==> src/rtl/hazard_ctrl.sv <==
// hazard_ctrl: pipeline sequencing controller beside the decode stage.
// Tracks in-flight register writes with a per-register countdown scoreboard,
// stalls decode on RAW hazards (bubbling ID/EX), and squashes wrong-path
// fetches after a decode-resolved redirect.
// Optional feature macro: FORWARD_EN (bypass network present, shorter latencies).
module hazard_ctrl #(
  parameter int LAT_ALU     = 3,
  parameter int LAT_LOAD    = 4,
  parameter int LOAD_USE    = 1,
  parameter int FLUSH_DEPTH = 1,
  parameter int CNT_W       = 3
) (
  input  logic        clk,
  input  logic        reset_n,
  input  logic        id_valid,
  input  logic [4:0]  id_rs1_addr,
  input  logic [4:0]  id_rs2_addr,
  input  logic        id_rs1_used,
  input  logic        id_rs2_used,
  input  logic [4:0]  id_rd_addr,
  input  logic        id_rf_w_en,
  input  logic        id_is_load,
  input  logic [1:0]  id_pcsel,
  input  logic        ext_stall,
  output logic        issue,
  output logic        stall_if,
  output logic        stall_id,
  output logic        bubble_ex,
  output logic        flush_id,
  output logic [15:0] stall_count
);

  typedef enum logic {RUN = 1'b0, FLUSH = 1'b1} state_e;

  // Latencies are clamped to the largest configured latency and to the
  // counter range, so a too-narrow CNT_W saturates instead of wrapping.
  localparam int CNT_MAX  = (1 << CNT_W) - 1;
  localparam int MAX_LAT0 = (LAT_ALU > LAT_LOAD) ? LAT_ALU : LAT_LOAD;
  localparam int MAX_LAT  = (MAX_LAT0 > LOAD_USE) ? MAX_LAT0 : LOAD_USE;
  localparam int LAT_CAP  = (MAX_LAT < CNT_MAX) ? MAX_LAT : CNT_MAX;
`ifdef FORWARD_EN
  localparam int ALU_L = 0;
  localparam int LD_L  = LOAD_USE;
`else
  localparam int ALU_L = LAT_ALU;
  localparam int LD_L  = LAT_LOAD;
`endif
  localparam logic [CNT_W-1:0] ALU_LAT_C = CNT_W'((ALU_L < LAT_CAP) ? ALU_L : LAT_CAP);
  localparam logic [CNT_W-1:0] LD_LAT_C  = CNT_W'((LD_L  < LAT_CAP) ? LD_L  : LAT_CAP);

  state_e           state_q, state_d;
  logic [2:0]       fcnt_q, fcnt_d;
  logic [CNT_W-1:0] busy_q [32];
  logic [CNT_W-1:0] busy_d [32];
  logic [15:0]      stall_count_q, stall_count_d;

  logic             rs1_busy, rs2_busy, hazard, issue_c, bubble_c, flush_c;
  logic [CNT_W-1:0] lat;

  // Hazard detection and issue decision; hazards are ignored while flushing.
  always_comb begin
    rs1_busy = id_rs1_used && (id_rs1_addr != 5'd0) && (busy_q[id_rs1_addr] != '0);
    rs2_busy = id_rs2_used && (id_rs2_addr != 5'd0) && (busy_q[id_rs2_addr] != '0);
    hazard   = id_valid && (rs1_busy || rs2_busy) && (state_q == RUN);
    issue_c  = id_valid && !hazard && !ext_stall && (state_q == RUN);
    bubble_c = hazard && !ext_stall;
    lat      = id_is_load ? LD_LAT_C : ALU_LAT_C;
  end

  // Redirect/flush FSM next-state; a stalled branch never redirects.
  always_comb begin
    state_d = state_q;
    fcnt_d  = fcnt_q;
    flush_c = 1'b0;
    case (state_q)
      RUN: begin
        if (issue_c && (id_pcsel != 2'd0)) begin
          flush_c = 1'b1;
          if (FLUSH_DEPTH > 1) begin
            state_d = FLUSH;
            fcnt_d  = 3'(FLUSH_DEPTH - 1);
          end
        end
      end
      FLUSH: begin
        flush_c = 1'b1;
        if (!ext_stall) begin
          if (fcnt_q <= 3'd1) begin
            state_d = RUN;
            fcnt_d  = 3'd0;
          end else begin
            fcnt_d = fcnt_q - 3'd1;
          end
        end
      end
      default: begin
        state_d = RUN;
        fcnt_d  = 3'd0;
      end
    endcase
  end

  // Scoreboard countdown; a new write never shortens an older pending one.
  always_comb begin
    for (int i = 0; i < 32; i++) begin
      busy_d[i] = busy_q[i];
      if (!ext_stall && (busy_q[i] != '0)) busy_d[i] = busy_q[i] - 1'b1;
    end
    if (issue_c && id_rf_w_en && (id_rd_addr != 5'd0)) begin
      if (busy_d[id_rd_addr] < lat) busy_d[id_rd_addr] = lat;
    end
    busy_d[0] = '0;
  end

  // Saturating count of hazard bubble cycles.
  always_comb begin
    stall_count_d = stall_count_q;
    if (bubble_c && (stall_count_q != 16'hFFFF)) stall_count_d = stall_count_q + 16'd1;
  end

  // State registers; reset clears any pending flush and all busy counters.
  always_ff @(posedge clk or negedge reset_n) begin
    if (!reset_n) begin
      state_q       <= RUN;
      fcnt_q        <= 3'd0;
      stall_count_q <= 16'd0;
      for (int i = 0; i < 32; i++) busy_q[i] <= '0;
    end else begin
      state_q       <= state_d;
      fcnt_q        <= fcnt_d;
      stall_count_q <= stall_count_d;
      for (int i = 0; i < 32; i++) busy_q[i] <= busy_d[i];
    end
  end

  // Outputs are forced low while reset is asserted.
  always_comb begin
    issue       = reset_n && issue_c;
    stall_if    = reset_n && (hazard || ext_stall);
    stall_id    = reset_n && (hazard || ext_stall);
    bubble_ex   = reset_n && bubble_c;
    flush_id    = reset_n && flush_c;
    stall_count = stall_count_q;
  end

endmodule
==> config.mk <==
export PLATFORM = sky130hd
export DESIGN_NAME = hazard_ctrl
export DESIGN_NICKNAME = d
export VERILOG_FILES = /design/src/rtl/hazard_ctrl.sv
export SDC_FILE = /design/constraint.sdc
export NUM_CORES = 1
export LEC_CHECK = 0
export ABC_AREA = 1
export ABC_CLOCK_PERIOD_IN_PS = 3570
export CAP_MARGIN = 20
export CORE_MARGIN = 3
export CORE_UTILIZATION = 35
export CTS_BUF_LIST = sky130_fd_sc_hd__clkbuf_4 sky130_fd_sc_hd__clkbuf_8
export DETAILED_ROUTE_END_ITERATION = 7
export GPL_TIMING_DRIVEN = 0
export HOLD_SLACK_MARGIN = 0.08
export SYNTH_ARGS = -nofsm -noshare
export SYNTH_HDL_FRONTEND = slang
export SYNTH_SLANG_ARGS = --single-unit
==> constraint.sdc <==
create_clock -name clk -period 3.57 [get_ports clk]
set_clock_uncertainty 0.2 [all_clocks]
set_input_delay 0.5355 -clock clk [delete_from_list [all_inputs] [get_ports clk]]
set_output_delay 0.5355 -clock clk [all_outputs]
set_load 0.02 [all_outputs]
==> metrics, run 1 <==
status complete, no violations; Syn Area/Cell 5.950 µm²; # diodes 0; row count 67; hold crit path type in2reg; Die Area 36,580 µm²; pwr dens 799.2 nW/µm²; die width 191.3 µm; routed vias/inst 5.493; Hold Violations, Final 0; CTS sink cnt 113; WHS Endpoint fcnt_q[1]; synthesized cell area 12,010 µm²; setup violators final 0; hold_sp ext_stall; worst hold path depth 4; final net count 2,198; Finished Core Util 0.4206; CP Launch Type input port; Global Route Usage Sum 0.2632; routability cong. 0.9887; Layout area overhead 17.99%; P_leak 7.246 nW; Worst R2R Path Depth 21; Iter 0 DRT Violations 1,451; fmax 284.1 MHz; drt first pass iters 8; crit-path most repeated cell nand2_1; largest net degree at the start of global routing 77; WL/cell 18.92 µm; pre-CTS setup slack -2.947 ns; Layout Cells excl Fill 2,567; Setup TNS 0 ns; GRT overflow 0; CTS H-tree lvls 4; Largest stage delay, worst path 0.39 ns; DRT Wirelength 48,580 µm; number of global-route vias before repair 12,952; total of warnings raised by yosys 0; CP required 3.73 ns; initial antenna violation count 0; Clock Path Buffers 2; num ports 46; CTS tree built; latest clock arrival within the worst-skew pair 0.48 ns; layout cells sized above 1 0.1180; Yosys reg bits 113; worst flop-to-flop path endpoint busy_q[47]; Least-Margin Pin Slew 0.9850 ns; final worst-path cycle share 0.9860; Worst VDD drop 0.2581 mV; syn_nets 2,111; Setup CP Type in2reg; final slew viol count 0; Slowest-stage cell, CP buf_2; crit-path max FO 10; CTS Buf Count 17; routed via count 14,100; library cells used by synthesis 42; dpl cells 2,508; Slew headroom 0.3433; DRC errors left 0; CP Cell Sequence dlygate4sd2_1 -> nor2_2 -> inv_1 -> buf_2 -> o22ai_1 -> o21ai_2 -> nand4_1 -> nor2_1 -> ha_1 -> a21oi_4 -> buf_12 -> nand2_4 -> buf_12 -> buf_4 -> nand2_1 -> nand2_1 -> nand2_1 -> nand2_1; Root Driver clkbuf_8; Clock transition at path regs 0.07 ns; floorplan core area 33,700 µm²; crit path DAT 3.68 ns; initial core utilization 0.3565; ANT nets after route 0; post-layout min period 3.520 ns; reg2reg start busy_q[24]; PnR worst setup slack 0.04994 ns; Chip Height 191.3 µm; Seq/Total Area, Yosys 0.2354; r2r setup slk 0.08 ns; first-pass GRT wire length 74,000 µm; I/O Buffers 40; commonest non-fill, non-tap cell in the layout nand2_1; Post-Synthesis Cells 2,019; detailed-placement wirelength estimate 34,500 µm; Max-Cap Viols 0; most frequent cells in the layout 752 x nand2_1, 206 x inv_1, 194 x o21ai_0, 193 x nand3_1, 112 x dfrtp_1; Crit. End Element flop
-- timing repair --
action / in CTS / in global routing
buffers inserted: 14 / 13
gates cloned: 0 / 1
resized for setup: 105 / 118
pin swaps: 8 / 16
hold endpoints to repair: 39 / 0
setup endpoints to repair: 98 / 98
hold buffers: 1 / 0
-- synth_stat cells, drive strengths merged --
cell | n | area (µm²)
a21oi | 19 | 98.85
a22oi | 2 | 15.01
a31oi | 2 | 12.51
buf | 52 | 344.1
clkbuf | 49 | 191.4
dfrtp | 113 | 2828
ha | 67 | 838.3
inv | 237 | 892.1
mux2 | 12 | 135.1
mux2i | 1 | 10.01
nand2 | 768 | 2888
nand3 | 197 | 991.0
nand3b | 1 | 7.510
nand4 | 37 | 246.5
nor2 | 109 | 431.7
nor3 | 10 | 50.05
nor4 | 1 | 6.260
o2111ai | 6 | 52.55
o211ai | 14 | 105.1
o21a | 12 | 90.09
o21ai | 232 | 1161
o221ai | 1 | 8.760
o22ai | 20 | 125.1
o31ai | 2 | 15.01
o41ai | 2 | 17.52
or2 | 4 | 25.02
or3 | 1 | 6.260
xnor2 | 4 | 35.03
xor2 | 44 | 385.4
-- how the worst max path moves through the flow --
stage	startpoint	to	slack, ns	cells after the start
finish	id_rd_addr[0]	busy_q[41]	0.05	18
global route	busy_q[48]	busy_q[86]	-0.03	21
CTS	busy_q[15]	busy_q[47]	0.003	19
detailed placement	ext_stall	busy_q[60]	-2.95	18
global placement	reset_n	flush_id	-4.12	6
floorplan	ext_stall	busy_q[52]	0.07	17
-- power breakdown --
group / switching [mW] / leakage, nW / internal, mW
logic: 4.88 / 5.66 / 2.72
clock network: 0.651 / 0.211 / 0.786
registers: 0.423 / 1.37 / 1.87
-- registers in the layout, indices dropped and copies added (netlist names) --
| signal | cells |
|---|---|
| busy_q | 93 |
| stall_count | 16 |
| fcnt_q | 3 |
| state_q | 1 |
-- logic make-up after synthesis --
kind of cell | after synthesis | synth area share
simple gates | 1128 | 0.3873
mux | 13 | 0.01208
buf+inv | 338 | 0.1188
xor+xnor | 48 | 0.03500
fa+ha+maj | 67 | 0.06978
flops | 113 | 0.2354
compound gates | 312 | 0.1417
-- cell type report --
class,instances,area [µm²]
clock inverter,13,186.4
timing repair buffer,70,663.1
inverter,237,902.1
sequential,113,2829
buffer,99,694.4
clock buffer,19,255.2
multi-input combinational,1568,8083
fill,3619,19530
tap,448,560.5
-- routing by layer --
| metal | global-route usage | part of all wire | up-vias |
|---|---|---|---|
| met5 | 0 | 0 | - |
| met4 | 0.1185 | 0.050 | 0 |
| met3 | 0.05116 | 0.094 | 155 |
| met2 | 0.4085 | 0.43 | 711 |
| met1 | 0.3541 | 0.42 | 6579 |
| li1 | - | - | 6655 |
-- per-stage QoR --
stage	power, mW	hold WS [ns]	area, µm²
final	11.33	0.2785	14170
after floorplan	7.276	0.03991	12010
after global routing	12.40	0.3070	14170
after CTS	10.74	0.3428	13840
after global placement	8.900	0.3300	12970
after detailed placement	9.060	0.2980	13000
-- worst max-delay path, delay by kind of cell --
| family | cells | cell delay [ns] |
|---|---|---|
| simple gates | 8 | 0.76 |
| fa+ha+maj | 1 | 0.28 |
| compound gates | 3 | 0.62 |
| buf+inv | 6 | 1.46 |
Power figures use the tool's default switching activity.
==> run 2: changes to the inputs <==
- ABC_CLOCK_PERIOD_IN_PS: 3570 -> 4500
- clock period: 3.57 -> 4.5 ns (I/O delays scaled with it)
==> run 2 against run 1 <==
Effect of this change: first-iteration DRC count up 2.8%; non-clock buffer count down 25; cell count down 0.97%; utilization down 1.6 points; register-to-register slack better by 0.39 ns; critical path type unchanged; critical endpoint is now busy_q[38]; largest power group unchanged.
==> metrics, run 2 (synthesized netlist as in run 1, its figures left out) <==
Largest stage delay, worst path 0.61 ns (was 0.39 ns); CP Cell Sequence clkdlybuf4s50_1 -> inv_1 -> nor2_1 -> inv_1 -> clkbuf_2 -> o2111ai_1 -> a22oi_1 -> o21ai_0 -> nor2_1 -> ha_1 -> nand2_1 -> inv_1 -> nand2_1 -> nand2_1 -> buf_4 -> buf_4 -> nand2_1 -> nand2_1 -> nand2_1 -> nand2_1 (was dlygate4sd2_1 -> nor2_2 -> inv_1 -> buf_2 -> o22ai_1 -> o21ai_2 -> nand4_1 -> nor2_1 -> ha_1 -> a21oi_4 -> buf_12 -> nand2_4 -> buf_12 -> buf_4 -> nand2_1 -> nand2_1 -> nand2_1 -> nand2_1); P_leak 7.022 nW (was 7.246 nW); CP required 4.71 ns (was 3.73 ns); hold crit path type reg2reg (was in2reg); crit-path max FO 10 (unchanged); ANT nets after route 0 (unchanged); crit-path most repeated cell nand2_1 (unchanged); crit path DAT 4.69 ns (was 3.68 ns); Slew headroom 0.3288 (was 0.3433); status complete, no violations (unchanged); Worst VDD drop 0.2071 mV (was 0.2581 mV); layout cells sized above 1 0.07354 (was 0.1180); floorplan core area 33,700 µm² (unchanged); Finished Core Util 0.4042 (was 0.4206); Setup CP Type in2reg (unchanged); Chip Height 191.3 µm (unchanged); number of flip-flops in the largest register 93 (unchanged); Max-Cap Viols 0 (unchanged); metal3 WL 4620 µm (was 4570 µm); Least-Margin Pin Slew 1.007 ns (was 0.9850 ns); Layout Cells excl Fill 2,542 (was 2,567); latest clock arrival within the worst-skew pair 0.48 ns (about the same); commonest non-fill, non-tap cell in the layout nand2_1 (unchanged); first-pass GRT wire length 73,640 µm (was 74,000 µm); CP bufs+invs 7 (was 6); row count 67 (unchanged); post-layout min period 4.480 ns; Die Area 36,580 µm² (unchanged); num ports 46 (unchanged); GRT overflow 0 (unchanged); CTS sink cnt 113 (unchanged); Root Driver clkbuf_8 (unchanged); largest net degree at the start of global routing 77 (unchanged); fmax 223.2 MHz; number of global-route vias before repair 12,877 (was 12,952); initial core utilization 0.3565 (unchanged); pwr dens 627.1 nW/µm² (was 799.2 nW/µm²); Setup TNS 0 ns (unchanged); final worst-path cycle share 0.9955; Layout area overhead 13.38% (was 17.99%); Hold Violations, Final 0 (unchanged); CTS H-tree lvls 4 (unchanged); final net count 2,173 (was 2,198); DRT met1 WL 20,430 µm (was 20,460 µm); cell family with most CP delay buffers and inverters (unchanged); # diodes 0 (unchanged); fillers 3,663 (was 3,619); routability cong. 0.9887 (unchanged); CP Launch Type input port (unchanged); DRT Wirelength 48,140 µm (was 48,580 µm); detailed-placement wirelength estimate 34,500 µm (unchanged); Largest Register busy_q (unchanged); CTS Buf Count 17 (unchanged); CTS tree built (unchanged); DRC errors left 0 (unchanged); routed via count 13,906 (was 14,100); Clock Path Buffers 2 (unchanged); routed wire length on met2 21,100 µm (was 21,120 µm); die width 191.3 µm (unchanged); WL/cell 18.94 µm (was 18.92 µm); routed vias/inst 5.470 (was 5.493); I/O Buffers 40 (unchanged); Crit. End Element flop (unchanged); initial antenna violation count 0 (unchanged); final slew viol count 0 (unchanged); uppermost layer routed met4 (unchanged); Slowest-stage cell, CP clkdlybuf4s50_1 (was buf_2); Iter 0 DRT Violations 1,492 (was 1,451); dpl cells 2,508 (unchanged); Clock transition at path regs 0.07 ns (about the same); most frequent cells in the layout 764 x nand2_1, 227 x inv_1, 215 x o21ai_0, 195 x nand3_1, 113 x dfrtp_1 (was 752 x nand2_1, 206 x inv_1, 194 x o21ai_0, 193 x nand3_1, 112 x dfrtp_1); setup violators final 0 (unchanged); Global Route Usage Sum 0.2615 (was 0.2632); drt first pass iters 6 (was 8)
[run 2: layout make-up]
type | count | area [µm²] | share of cell area
timing repair buffer | 44 | 452.9 | 0.03325
buffer | 100 | 581.8 | 0.04272
clock inverter | 13 | 186.4 | 0.01369
tap | 448 | 560.5 | 0.04115
multi-input combinational | 1568 | 7859 | 0.5770
clock buffer | 19 | 255.2 | 0.01874
sequential | 113 | 2828 | 0.2076
inverter | 237 | 897.1 | 0.06586
[run 2: per-layer routing]
metal / track usage / vias to the layer above
met4: 0.1140 / 0
met3: 0.05153 / 130
met2: 0.4077 / 686
met5: 0 / -
li1: - / 6606
met1: 0.3512 / 6484
[run 2: what timing repair did]
action                                  in CTS  in global routing
pin swaps                                    2                  1
gates resized for setup                     32                 36
endpoints found under the setup margin      98                 90
setup buffers                                2                  0
hold buffers                                 1                  0
endpoints found under the hold margin       39                  0
[run 2: worst paths after layout]
path,from,endpoint,slack [ns],cells past startpoint
max,id_rd_addr[0],busy_q[38],0.02,20
min,state_q,state_q,0.35,2
max reg2reg,busy_q[24],busy_q[60],0.47,22
min reg2reg,state_q,state_q,0.35,2
max in group asynchronous,reset_n,busy_q[15],2.84,3
min in group asynchronous,reset_n,busy_q[85],0.48,2
[run 2: report_power, final]
part	internal (mW)	switching [mW]
Sequential	1.48	0.320
Clock	0.623	0.514
Combinational	1.89	3.71
Total	4.00	4.54
[run 2: worst reg2reg max path, delay by kind of cell (launching register included)]
family | cells | cell delay [ns]
and+or+nand+nor | 12 | 1.36
DFF | 1 | 0.45
adders and majority gates | 2 | 0.44
AOI/OAI and AO/OA | 4 | 0.84
buffers and inverters | 4 | 0.62
[run 2: through the flow]
step | worst slack, ns | power (mW) | cell area (µm²) | hold slack (ns)
2_1_floorplan | 0.8605 | 5.772 | 12010 | 0.1794
3_3_place_gp | -3.469 | 7.060 | 12970 | 0.3300
3_5_place_dp | -2.157 | 7.187 | 13000 | 0.3337
4_1_cts | 0.01375 | 8.391 | 13540 | 0.3570
5_1_grt | -0.007907 | 9.409 | 13620 | 0.3909
6_report | 0.02012 | 8.541 | 13620 | 0.3545
==> run 3: changes to the inputs <==
- REMOVE_ABC_BUFFERS: not set -> 1
==> run 3 against run 2 <==
Effect of this change: routed wire length decreased by 7.2%; via count decreased by 2.8%; sequential power about the same; first-iteration DRC count decreased by 10%; setup slack improved by 0.091 ns; utilization increased by 0.19 points; global-route usage decreased by 1.9 points; flip-flop and latch count unchanged; sequential share of layout area decreased by 0.097 points; largest power group unchanged.
==> metrics, run 3 (synthesized netlist as in run 1, its figures left out) <==
DRC errors left 0 (unchanged); P_leak 7.010 nW (was 7.022 nW); first-pass GRT wire length 69,830 µm (was 73,640 µm); largest net degree at the start of global routing 62 (was 77); met3 Use GR 0.04511 (was 0.05153); CTS sink cnt 113 (unchanged); Clock Path Buffers 2 (unchanged); Root Driver clkbuf_8 (unchanged); CTS H-tree lvls 4 (unchanged); CP required 4.67 ns (was 4.71 ns); Internal Pwr Total 4.074 mW (was 3.996 mW); Slowest-stage cell, CP clkdlybuf4s50_1 (unchanged); sw frac 0.5194 (was 0.5321); die width 191.3 µm (unchanged); Switch Pwr 4.403 mW (was 4.545 mW); final net count 2,115 (was 2,173); # diodes 0 (unchanged); DRT Wirelength 44,650 µm (was 48,140 µm); GRT overflow 0 (unchanged); ANT nets after route 0 (unchanged); Worst R2R Path Depth 22 (unchanged); worst hold path depth 2 (unchanged); Least-Margin Pin Slew 1.030 ns (was 1.007 ns); latest clock arrival within the worst-skew pair 0.48 ns (about the same); met2 global-route usage 0.3953 (was 0.4077); crit-path max FO 33 (was 10); Finished Core Util 0.4061 (was 0.4042); crit path DAT 4.55 ns (was 4.69 ns); CTS Buf Count 17 (unchanged); Global Route Usage Sum 0.2424 (was 0.2615); Pwr Total 8.477 mW (was 8.541 mW); initial antenna violation count 0 (unchanged); fillers 3,585 (was 3,663); most frequent cells in the layout 762 x nand2_1, 224 x inv_1, 213 x o21ai_0, 196 x nand3_1, 113 x dfrtp_1 (was 764 x nand2_1, 227 x inv_1, 215 x o21ai_0, 195 x nand3_1, 113 x dfrtp_1); Iter 0 DRT Violations 1,337 (was 1,492); floorplan core area 33,700 µm² (unchanged); layout cells sized above 1 0.06287 (was 0.07354); Worst VDD drop 0.2144 mV (was 0.2071 mV); hold crit path type reg2reg (unchanged); status complete, no violations (unchanged); PnR worst setup slack 0.1112 ns (was 0.02012 ns); Setup TNS 0 ns (unchanged); row count 67 (unchanged); fmax 227.9 MHz (was 223.2 MHz); commonest non-fill, non-tap cell in the layout nand2_1 (unchanged); Slew headroom 0.3095 (was 0.3288); CP Launch Type input port (unchanged); worst flop-to-flop path endpoint busy_q[6] (was busy_q[60]); r2r setup slk 0.46 ns (was 0.47 ns); initial core utilization 0.3565 (unchanged); number of flip-flops in the largest register 93 (unchanged); I/O Buffers 45 (was 40); Comb pwr share 0.655 (was 0.656); drt first pass iters 6 (unchanged); unrepaired setup endpoints after global routing false; placed inst area 12,920 µm² (was 13,000 µm²); Setup CP Type in2reg (unchanged); post-route design area 13,680 µm² (was 13,620 µm²); dpl cells 2,427 (was 2,508); crit-path most repeated cell nand2_1 (unchanged); num ports 46 (unchanged); post-layout min period 4.389 ns (was 4.480 ns); routability cong. 0.9062 (was 0.9887); pre-CTS setup slack -1.855 ns (was -2.157 ns); Largest stage delay, worst path 0.61 ns (about the same); CTS tree built (unchanged); detailed-placement wirelength estimate 27,930 µm (was 34,500 µm); number of global-route vias before repair 12,777 (was 12,877); reg2reg start busy_q[6] (was busy_q[24]); Hold Violations, Final 0 (unchanged); routed via count 13,515 (was 13,906); Clock transition at path regs 0.08 ns (was 0.07 ns); pwr dens 619.4 nW/µm² (was 627.1 nW/µm²); WHS Endpoint stall_count[8] (was state_q); WL/cell 17.97 µm (was 18.94 µm); hold_sp stall_count[8] (was state_q); hold slack 0.3482 ns (was 0.3545 ns); Largest Register busy_q (unchanged); sequential power share 0.210 (was 0.211); busiest grt layer met2 (unchanged); Chip Height 191.3 µm (unchanged); Layout Cells excl Fill 2,484 (was 2,542); CP Cell Sequence clkdlybuf4s50_1 -> nand2_4 -> clkinvlp_4 -> buf_4 -> nand2_1 -> o2111ai_1 -> a22oi_1 -> o21ai_0 -> nor2_1 -> ha_1 -> nand2_1 -> inv_1 -> nand2_8 -> buf_16 -> nand2_8 -> clkbuf_16 -> nand2_1 -> nand2_1 -> nand2_1 -> nand2_1 (was clkdlybuf4s50_1 -> inv_1 -> nor2_1 -> inv_1 -> clkbuf_2 -> o2111ai_1 -> a22oi_1 -> o21ai_0 -> nor2_1 -> ha_1 -> nand2_1 -> inv_1 -> nand2_1 -> nand2_1 -> buf_4 -> buf_4 -> nand2_1 -> nand2_1 -> nand2_1 -> nand2_1); Crit. End Element flop (unchanged); routed vias/inst 5.441 (was 5.470); met1 GRT Util 0.3152 (was 0.3512); Max-Cap Viols 0 (unchanged); final worst-path cycle share 0.9753 (was 0.9955); Clk pwr share 0.135 (was 0.133); final slew viol count 0 (unchanged); setup violators final 0 (unchanged); Die Area 36,580 µm² (unchanged); Layout area overhead 13.92% (was 13.38%)
run 3: cell types whose count changed in the layout (fill, tap and decap cells not counted), moves of 3 or more:
cell      delta
buf_2       -20
clkbuf_1    -28
nor2_4       +3
inv_1        -3
clkinv_2     +4
clkbuf_2    -11
buf_6        -8
buf_4        -9
buf_12       +6
buf_16       +8
xor2_1       +3
run 3: worst max-delay path, delay by kind of cell:
family	cells	cell delay, ns
and+or+nand+nor	10	1.38
adders and majority gates	1	0.25
AOI/OAI and AO/OA	3	0.56
buffers and inverters	6	1.61
run 3: final cells by class:
| cell class | count | area, µm² | area share |
|---|---|---|---|
| inverter | 237 | 913.4 | 0.06675 |
| clock buffer | 21 | 276.5 | 0.02021 |
| timing repair buffer | 82 | 1040 | 0.07598 |
| clock inverter | 11 | 160.2 | 0.01170 |
| tap | 448 | 560.5 | 0.04096 |
| timing repair inverter | 3 | 15.01 | 0.001097 |
| multi-input combinational | 1569 | 7891 | 0.5767 |
| sequential | 113 | 2828 | 0.2066 |
run 3: worst max path at each step:
stage              startpoint         end  slack (ns)  cells after the start
2_1_floorplan       ext_stall   busy_q[0]       -4.95                     17
3_3_place_gp       id_is_load   busy_q[2]      -13.39                      9
3_5_place_dp    id_rd_addr[0]  busy_q[87]       -1.86                     18
4_1_cts        id_rs2_addr[1]    flush_id        0.02                     16
5_1_grt         id_rd_addr[1]  busy_q[26]       0.009                     20
6_report        id_rd_addr[1]   busy_q[6]        0.11                     20
run 3: power groups by stage:
stage	combinational [mW]	clock [mW]	sequential [mW]
after floorplan	3.96	0	1.72
after global placement	5.09	0	1.79
after detailed placement	5.27	0	1.79
after CTS	5.43	1.16	1.77
after global routing	6.35	1.20	1.83
final	5.55	1.15	1.78
run 3: per-layer routing:
| layer | part of all wire | routed length, µm | vias to the layer above |
|---|---|---|---|
| met1 | 0.42 | 18770 | 6286 |
| li1 | - | - | 6503 |
| met3 | 0.092 | 4100 | 125 |
| met4 | 0.041 | 1816 | 0 |
| met5 | 0 | 0 | - |
| met2 | 0.45 | 19970 | 601 |
run 3: timing repair:
item	CTS	global route
pin swaps	5	1
endpoints found under the setup margin	98	98
hold buffers	1	0
endpoints found under the hold margin	54	0
gates resized for setup	30	12
gates cloned	5	2
setup buffers	13	4
